**config.mk**
```make
export PLATFORM = sky130hd
export DESIGN_NAME = mem_arb_flat
export DESIGN_NICKNAME = d
export VERILOG_FILES = /design/src/rtl/mem_arb_if.sv /design/src/rtl/mem_arb.sv /design/src/flat_wrapper.sv
export SDC_FILE = /design/constraint.sdc
export NUM_CORES = 1
export LEC_CHECK = 0
export ABC_AREA = 1
export BUFFER_PORTS_ARGS = -buffer_cell sky130_fd_sc_hd__buf_2
export CAP_MARGIN = 20
export CORE_ASPECT_RATIO = 0.9
export CORE_UTILIZATION = 48
export DETAILED_ROUTE_END_ITERATION = 6
export PLACE_DENSITY = 0.8
export REMOVE_ABC_BUFFERS = 1
export SLEW_MARGIN = 10
export SYNTH_ARGS = -nofsm -noshare
export SYNTH_HDL_FRONTEND = slang
export SYNTH_SLANG_ARGS = --single-unit
```
**constraint.sdc**
```tcl
create_clock -name clk -period 1.4 [get_ports clk]
set_input_delay 0.14 -clock clk [delete_from_list [all_inputs] [get_ports clk]]
set_output_delay 0.14 -clock clk [all_outputs]
set_load 0.02 [all_outputs]
```
**src/rtl/mem_arb_if.sv**
```systemverilog
// ---------------------------------------------------------------------------
// mem_arb_if.sv
//
// Bus bundles used around the mem_arb block.
//
//   mem_arb_req_if : one requester port of the arbiter.
//     valid  requester has a transaction pending
//     wr_rd  1 = write, 0 = read
//     addr   word address
//     wdata  write data
//     rdata  read data, valid while ready=1, held until the next read
//     ready  one-cycle completion pulse
//     modport master = bus master side, modport slave = arbiter side
//
//   mem_arb_mem_if : access channel from the arbiter to the memory.
//     m_valid  single-cycle access strobe
//     m_wr_rd  1 = write, 0 = read
//     m_addr   word address
//     m_wdata  write data
//     m_rdata  registered read data from the memory
//     m_ready  completion from the memory
//     modport master = arbiter side, modport slave = memory side
// ---------------------------------------------------------------------------
interface mem_arb_req_if #(
   parameter int WIDTH      = 16,
   parameter int ADDR_WIDTH = 5
);
   logic                  valid;
   logic                  wr_rd;
   logic [ADDR_WIDTH-1:0] addr;
   logic [WIDTH-1:0]      wdata;
   logic [WIDTH-1:0]      rdata;
   logic                  ready;

   modport master (output valid, wr_rd, addr, wdata, input  rdata, ready);
   modport slave  (input  valid, wr_rd, addr, wdata, output rdata, ready);
endinterface

interface mem_arb_mem_if #(
   parameter int WIDTH      = 16,
   parameter int ADDR_WIDTH = 5
);
   logic                  m_valid;
   logic                  m_wr_rd;
   logic [ADDR_WIDTH-1:0] m_addr;
   logic [WIDTH-1:0]      m_wdata;
   logic [WIDTH-1:0]      m_rdata;
   logic                  m_ready;

   modport master (output m_valid, m_wr_rd, m_addr, m_wdata, input  m_rdata, m_ready);
   modport slave  (input  m_valid, m_wr_rd, m_addr, m_wdata, output m_rdata, m_ready);
endinterface

```
**src/rtl/mem_arb.sv**
```systemverilog
// ---------------------------------------------------------------------------
// mem_arb.sv
//
// Two-requester arbiter/sequencer in front of a single-port valid/ready
// memory. One transaction at a time: grant a port, pulse m_valid for one
// cycle, wait for m_ready, return a one-cycle ready pulse (plus read data
// for reads) to the granted port, then spend one DONE cycle so the
// requester can retire its request before the next arbitration.
//
// Ports:
//   clk    rising-edge clock
//   res    asynchronous active-low reset
//   s0,s1  requester ports (mem_arb_req_if.slave)
//   m      memory access channel (mem_arb_mem_if.master)
//   busy   high in any state except IDLE
//   grant  index of the port owning the current or last transaction
//
// Build option:
//   MEM_ARB_RR_EN  defined     : ties go to the port not served last.
//                  not defined : port 0 always wins ties (port 1 may starve).
// ---------------------------------------------------------------------------
module mem_arb #(
   parameter int WIDTH      = 16,
   parameter int DEPTH      = 32,
   parameter int ADDR_WIDTH = $clog2(DEPTH)
) (
   input  logic          clk,
   input  logic          res,
   mem_arb_req_if.slave  s0,
   mem_arb_req_if.slave  s1,
   mem_arb_mem_if.master m,
   output logic          busy,
   output logic          grant
);

   typedef enum logic [1:0] {IDLE, ISSUE, WAIT, DONE} state_e;

   state_e                state_q,   state_d;
   logic                  m_valid_q, m_valid_d;
   logic                  m_wr_rd_q, m_wr_rd_d;
   logic [ADDR_WIDTH-1:0] m_addr_q,  m_addr_d;
   logic [WIDTH-1:0]      m_wdata_q, m_wdata_d;
   logic [WIDTH-1:0]      s0_rdata_q, s0_rdata_d;
   logic [WIDTH-1:0]      s1_rdata_q, s1_rdata_d;
   logic                  s0_ready_q, s0_ready_d;
   logic                  s1_ready_q, s1_ready_d;
   logic                  grant_q,   grant_d;
   logic                  busy_q,    busy_d;
   logic                  sel;       // port that would win arbitration now
`ifdef MEM_ARB_RR_EN
   logic                  last_q,    last_d;
`endif

   always_comb begin
      // NOTE: every signal written here gets a default first, so no path
      // through the case statement can leave a value unassigned (no latch).
      state_d    = state_q;
      m_valid_d  = 1'b0;
      m_wr_rd_d  = m_wr_rd_q;
      m_addr_d   = m_addr_q;
      m_wdata_d  = m_wdata_q;
      s0_rdata_d = s0_rdata_q;
      s1_rdata_d = s1_rdata_q;
      s0_ready_d = 1'b0;
      s1_ready_d = 1'b0;
      grant_d    = grant_q;
      sel        = s1.valid;
`ifdef MEM_ARB_RR_EN
      last_d     = last_q;
`endif

      // A lone request wins outright; only a tie consults the rule.
      if (s0.valid && s1.valid) begin
`ifdef MEM_ARB_RR_EN
         sel = ~last_q;
`else
         sel = 1'b0;
`endif
      end

      case (state_q)
         IDLE: begin
            if (s0.valid || s1.valid) begin
               grant_d   = sel;
               m_valid_d = 1'b1;
               m_wr_rd_d = sel ? s1.wr_rd : s0.wr_rd;
               m_addr_d  = sel ? s1.addr  : s0.addr;
               m_wdata_d = sel ? s1.wdata : s0.wdata;
`ifdef MEM_ARB_RR_EN
               last_d    = sel;
`endif
               state_d   = ISSUE;
            end
         end
         ISSUE: state_d = WAIT;
         WAIT: begin
            if (m.m_ready) begin
               if (!m_wr_rd_q) begin
                  if (grant_q) s1_rdata_d = m.m_rdata;
                  else         s0_rdata_d = m.m_rdata;
               end
               s0_ready_d = ~grant_q;
               s1_ready_d =  grant_q;
               state_d    = DONE;
            end
         end
         // Valids are ignored here: the requester is still looking at ready.
         DONE:    state_d = IDLE;
         default: state_d = IDLE;
      endcase

      busy_d = (state_d != IDLE);
   end

   always_ff @(posedge clk or negedge res) begin
      if (!res) begin
         state_q    <= IDLE;
         m_valid_q  <= 1'b0;
         m_wr_rd_q  <= 1'b0;
         m_addr_q   <= '0;
         m_wdata_q  <= '0;
         s0_rdata_q <= '0;
         s1_rdata_q <= '0;
         s0_ready_q <= 1'b0;
         s1_ready_q <= 1'b0;
         grant_q    <= 1'b0;
         busy_q     <= 1'b0;
`ifdef MEM_ARB_RR_EN
         last_q     <= 1'b1;   // port 0 wins the first tie
`endif
      end else begin
         // NOTE: non-blocking assignments so every register updates from
         // the values of the previous cycle, independent of statement order.
         state_q    <= state_d;
         m_valid_q  <= m_valid_d;
         m_wr_rd_q  <= m_wr_rd_d;
         m_addr_q   <= m_addr_d;
         m_wdata_q  <= m_wdata_d;
         s0_rdata_q <= s0_rdata_d;
         s1_rdata_q <= s1_rdata_d;
         s0_ready_q <= s0_ready_d;
         s1_ready_q <= s1_ready_d;
         grant_q    <= grant_d;
         busy_q     <= busy_d;
`ifdef MEM_ARB_RR_EN
         last_q     <= last_d;
`endif
      end
   end

   assign m.m_valid = m_valid_q;
   assign m.m_wr_rd = m_wr_rd_q;
   assign m.m_addr  = m_addr_q;
   assign m.m_wdata = m_wdata_q;
   assign s0.rdata  = s0_rdata_q;
   assign s1.rdata  = s1_rdata_q;
   assign s0.ready  = s0_ready_q;
   assign s1.ready  = s1_ready_q;
   assign busy      = busy_q;
   assign grant     = grant_q;

endmodule

```
**src/flat_wrapper.sv**
```systemverilog
// flat-port wrapper written by rule: the top's interface ports become plain ports
module mem_arb_flat 
#(
   parameter int WIDTH      = 16,
   parameter int DEPTH      = 32,
   parameter int ADDR_WIDTH = $clog2(DEPTH)
)
  (clk, res, busy, grant, s0_valid, s0_wr_rd, s0_addr, s0_wdata, s0_rdata, s0_ready, s1_valid, s1_wr_rd, s1_addr, s1_wdata, s1_rdata, s1_ready, m_m_valid, m_m_wr_rd, m_m_addr, m_m_wdata, m_m_rdata, m_m_ready);
  mem_arb_req_if #(.WIDTH(WIDTH), .ADDR_WIDTH(ADDR_WIDTH)) s0_i ();
  mem_arb_req_if #(.WIDTH(WIDTH), .ADDR_WIDTH(ADDR_WIDTH)) s1_i ();
  mem_arb_mem_if #(.WIDTH(WIDTH), .ADDR_WIDTH(ADDR_WIDTH)) m_i ();
  input  logic clk;
  input  logic res;
  output logic busy;
  output logic grant;
  input wire logic [$bits(s0_i.valid)-1:0] s0_valid;
  input wire logic [$bits(s0_i.wr_rd)-1:0] s0_wr_rd;
  input wire logic [$bits(s0_i.addr)-1:0] s0_addr;
  input wire logic [$bits(s0_i.wdata)-1:0] s0_wdata;
  output wire logic [$bits(s0_i.rdata)-1:0] s0_rdata;
  output wire logic [$bits(s0_i.ready)-1:0] s0_ready;
  input wire logic [$bits(s1_i.valid)-1:0] s1_valid;
  input wire logic [$bits(s1_i.wr_rd)-1:0] s1_wr_rd;
  input wire logic [$bits(s1_i.addr)-1:0] s1_addr;
  input wire logic [$bits(s1_i.wdata)-1:0] s1_wdata;
  output wire logic [$bits(s1_i.rdata)-1:0] s1_rdata;
  output wire logic [$bits(s1_i.ready)-1:0] s1_ready;
  output wire logic [$bits(m_i.m_valid)-1:0] m_m_valid;
  output wire logic [$bits(m_i.m_wr_rd)-1:0] m_m_wr_rd;
  output wire logic [$bits(m_i.m_addr)-1:0] m_m_addr;
  output wire logic [$bits(m_i.m_wdata)-1:0] m_m_wdata;
  input wire logic [$bits(m_i.m_rdata)-1:0] m_m_rdata;
  input wire logic [$bits(m_i.m_ready)-1:0] m_m_ready;
  assign s0_i.valid = s0_valid;
  assign s0_i.wr_rd = s0_wr_rd;
  assign s0_i.addr = s0_addr;
  assign s0_i.wdata = s0_wdata;
  assign s0_rdata = s0_i.rdata;
  assign s0_ready = s0_i.ready;
  assign s1_i.valid = s1_valid;
  assign s1_i.wr_rd = s1_wr_rd;
  assign s1_i.addr = s1_addr;
  assign s1_i.wdata = s1_wdata;
  assign s1_rdata = s1_i.rdata;
  assign s1_ready = s1_i.ready;
  assign m_m_valid = m_i.m_valid;
  assign m_m_wr_rd = m_i.m_wr_rd;
  assign m_m_addr = m_i.m_addr;
  assign m_m_wdata = m_i.m_wdata;
  assign m_i.m_rdata = m_m_rdata;
  assign m_i.m_ready = m_m_ready;
  mem_arb #(.WIDTH(WIDTH), .DEPTH(DEPTH), .ADDR_WIDTH(ADDR_WIDTH)) u_core (.clk(clk), .res(res), .s0(s0_i), .s1(s1_i), .m(m_i), .busy(busy), .grant(grant));
endmodule
```
==> metrics.yaml <==
die:
  fp.dieH_um: 76.1
  die_w_um: 84.3
  ios: 124
  initial_utilization_pct: 50.5
  core-area_mm2: 0.00579
  die_area_mm2: 0.00641
  fp-row-count: 26
critical_path:
  cp_max_fo: 11
  critPathBufInv: 3
  cp.depth: 7
  cpPeakStageDelay_ns: 0.40
  r2r_slack_ns: 0.03
  cp-end-kind: "flop"
  crit_path_start_kind: "flop"
  cp_top_family: "buffers and inverters"
  ff2ff_path_depth: 7
  arrival_ns: 1.64
  crit_path_cell_trace: "inv_2 > ha_4 > clkinvlp_4 > nor2_4 > buf_12 > nand3_1 > nand2_1"
  required_ns: 1.66
  cp_slowest_cell: "dfrtp_1"
  regToRegEndpoint: "u_core.m.m_wdata[6]"
  path_class: "flop to flop"
  reg2reg_from: "u_core.state_q[1]"
layout:
  drive_above_1_share_pct: 38.4
  antenna_cells: 0
  fin_nets: 545
  syn_to_final_growth_pct: 33.0
  multiInputGateArea_mm2: 0.00104
  seqCellArea_mm2: 0.00153
  num-fill-cells: 469
placement:
  dp_slack_ns: -0.0235
  io_buffer_count: 123
  place.gp.congestion: 0.783
  hpwl_um: 4780
global_routing:
  grt_use_total_pct: 22.9
  grt_max_degree: 62
  grt_remaining_overflow: 0
  top_usage_layer: "met2"
  antenna_found_initial: 0
  met2_usage_pct: 39.3
  first_global_vias: 2573
  met3_usage_pct: 4.12
  grt_pass1_wl_um: 11700
  use_met1_pct: 28.1
synthesis:
  yosys.area.top_type: "dfrtp_1"
  syn_area_mm2: 0.00293
  synth.most_common_cell: "nand2_1"
  ys_ff_latch: 61
  async_flop_share_pct: 100
  synth_area_leaders: "dfrtp_1, nand2_1, inv_1, nand3_1, o21ai_0"
  ys_warn_count: 0
  synth-edff-count: 0
  synth_common_cells: "nand2_1, inv_1, dfrtp_1, nand3_1, o21ai_0"
  synth_cell_types: 21
  yosysTopAreaCellShare_pct: 52.2
  syn_area_per_cell_um2: 8.51
  ys_seq_area_share_pct: 52.2
  synth_flop_cell: "dfrtp_1"
  syn-instance-count: 344
hold_path:
  hold_path.class: "primary input to flop"
  hold_end: "u_core.s1.rdata[14]"
  worstHoldStart: "m_m_rdata[14]"
  hold_depth: 3
drt:
  via_per_inst: 4.79
  drt_iter0_drc: 181
  detail_route.first_pass.iterations: 6
  routedWlPerCell_um: 13.1
  num_vias: 2642
  ant_nets: 0
  drcViolationCount: 4
  finalWirelength_um: 7220
timing:
  layout_min_cycle_time_ns: 1.37
  fin_skew_ns: 0.00426
  maxSlewHeadroom_pct: 60.4
  whs_ns: 0.0582
  hold_viol_final: 0
  tightest_slew_ns: 0.594
  fin_crit_sh_pct: 98.1
  drv_slew: 0
  clock.fmax_mhz: 728
  finalWorstSetupSlack_ns: 0.0265
  setup_viol: 0
  grt_setup_unrepaired: "yes"
clocking:
  cts_tree: "built"
  clkSlewWorstSetupHoldPaths_ns: 0.07
  cts_buffers: 9
  insertion_delay_ns: 0.33
  cts-htree-levels: 3
  cts_sinks: 61
  root_buffer: "clkbuf_8"
  cts_max_path_buffers: 2
power:
  leakage_uw: 0.00232
  powerDensity_mw_per_mm2: 2190
  ir_worst_vdd_v: 0.00133
  finalPower_uw: 8540
run_status:
  violations: "DRC"
  status: "finished, violations left"
job:
  max_cap_viol_count: 0
## power breakdown
group / switching, uW / total [uW] / internal (uW)
clock: 725 / 1550 / 827
sequential: 460 / 3060 / 2600
combinational: 2520 / 3920 / 1400
## flip-flops by register name, summed over array words and instances, names as in the netlist
| register | cells |
|---|---|
| u_core.s1.ready | 1 |
| u_core.m.m_wr_rd | 1 |
| u_core.m.m_wdata | 16 |
| u_core.busy | 1 |
| u_core.m.m_valid | 1 |
| u_core.state_q | 2 |
| u_core.s0.ready | 1 |
| u_core.s1.rdata | 16 |
| u_core.s0.rdata | 16 |
| u_core.grant | 1 |
| u_core.m.m_addr | 5 |
## layout make-up
type | count | share of cell area (%)
timing repair buffer | 136 | 19.7
multi-input combinational | 199 | 26.8
clock inverter | 7 | 1.93
tap | 70 | 2.25
inverter | 70 | 6.91
clock buffer | 9 | 3.18
sequential | 61 | 39.2
## worst register-to-register path, cell delays in order, from the launching register on
cell	delay, ns
dfrtp_1	0.40
inv_2	0.09
ha_4	0.15
clkinvlp_4	0.20
nor2_4	0.17
buf_12	0.16
nand3_1	0.09
nand2_1	0.07
## worst max-delay path by stage
stage	start	to	slack [ns]
floorplan	u_core.state_q[0]	u_core.s0.rdata[0]	-0.09
global placement	u_core.state_q[0]	u_core.m.m_wdata[14]	0.05
detailed placement	u_core.state_q[0]	u_core.m.m_wdata[9]	-0.02
CTS	u_core.state_q[0]	u_core.m.m_wr_rd	0.03
global route	u_core.state_q[0]	u_core.s0.rdata[9]	-0.05
finish	u_core.state_q[1]	u_core.m.m_wdata[6]	0.03
## cell usage in the layout, fill, tap and decap left out, types with 2 or more instances in the layout
cell type | synthesis | final
buf_4 | 0 | 8
o21ai_1 | 0 | 3
inv_2 | 0 | 2
inv_1 | 69 | 66
nor2_1 | 4 | 4
nor2_4 | 1 | 3
nand3_1 | 35 | 33
buf_2 | 8 | 123
nand2_2 | 10 | 10
nand3_2 | 10 | 12
dfrtp_1 | 61 | 61
clkinvlp_4 | 0 | 4
clkbuf_8 | 0 | 9
ha_1 | 3 | 2
buf_12 | 1 | 4
nand2_1 | 96 | 96
o21ai_0 | 33 | 30
## per-layer routing
metal	up-vias	share of wire (%)
li1	1311	-
met1	1242	44
met2	72	50
met3	17	4.0
met4	0	2.2
met5	-	0
## metrics by stage
| step | instance area (um2) | util (%) | instances | setup TNS (ns) |
|---|---|---|---|---|
| 2_1_floorplan | 2780 | - | 327 | -2.23 |
| 3_3_place_gp | 3580 | 61.8 | 527 | 0 |
| 3_5_place_dp | 3580 | 61.8 | 527 | -0.0622 |
| 4_1_cts | 3780 | 65.4 | 544 | 0 |
| 5_1_grt | 3890 | 67.2 | 552 | -0.968 |
| 6_report | 3890 | 67.2 | 552 | 0 |
## repair_timing
action / CTS / global route
endpoints found under the setup margin: 13 / 51
pin swaps: 1 / 4
cloned: 0 / 3
hold buffers: 1 / 0
setup buffers: 0 / 5
endpoints found under the hold margin: 61 / 0
gates resized for setup: 2 / 8
## cell families after synthesis
kind of cell	after synthesis	synth area share, %
and+or+nand+nor	159	26.4
adders and majority gates	3	1.28
buffers and inverters	87	14.0
AOI/OAI and AO/OA	34	6.20
DFF	61	52.2
Power figures use the tool's default switching activity.
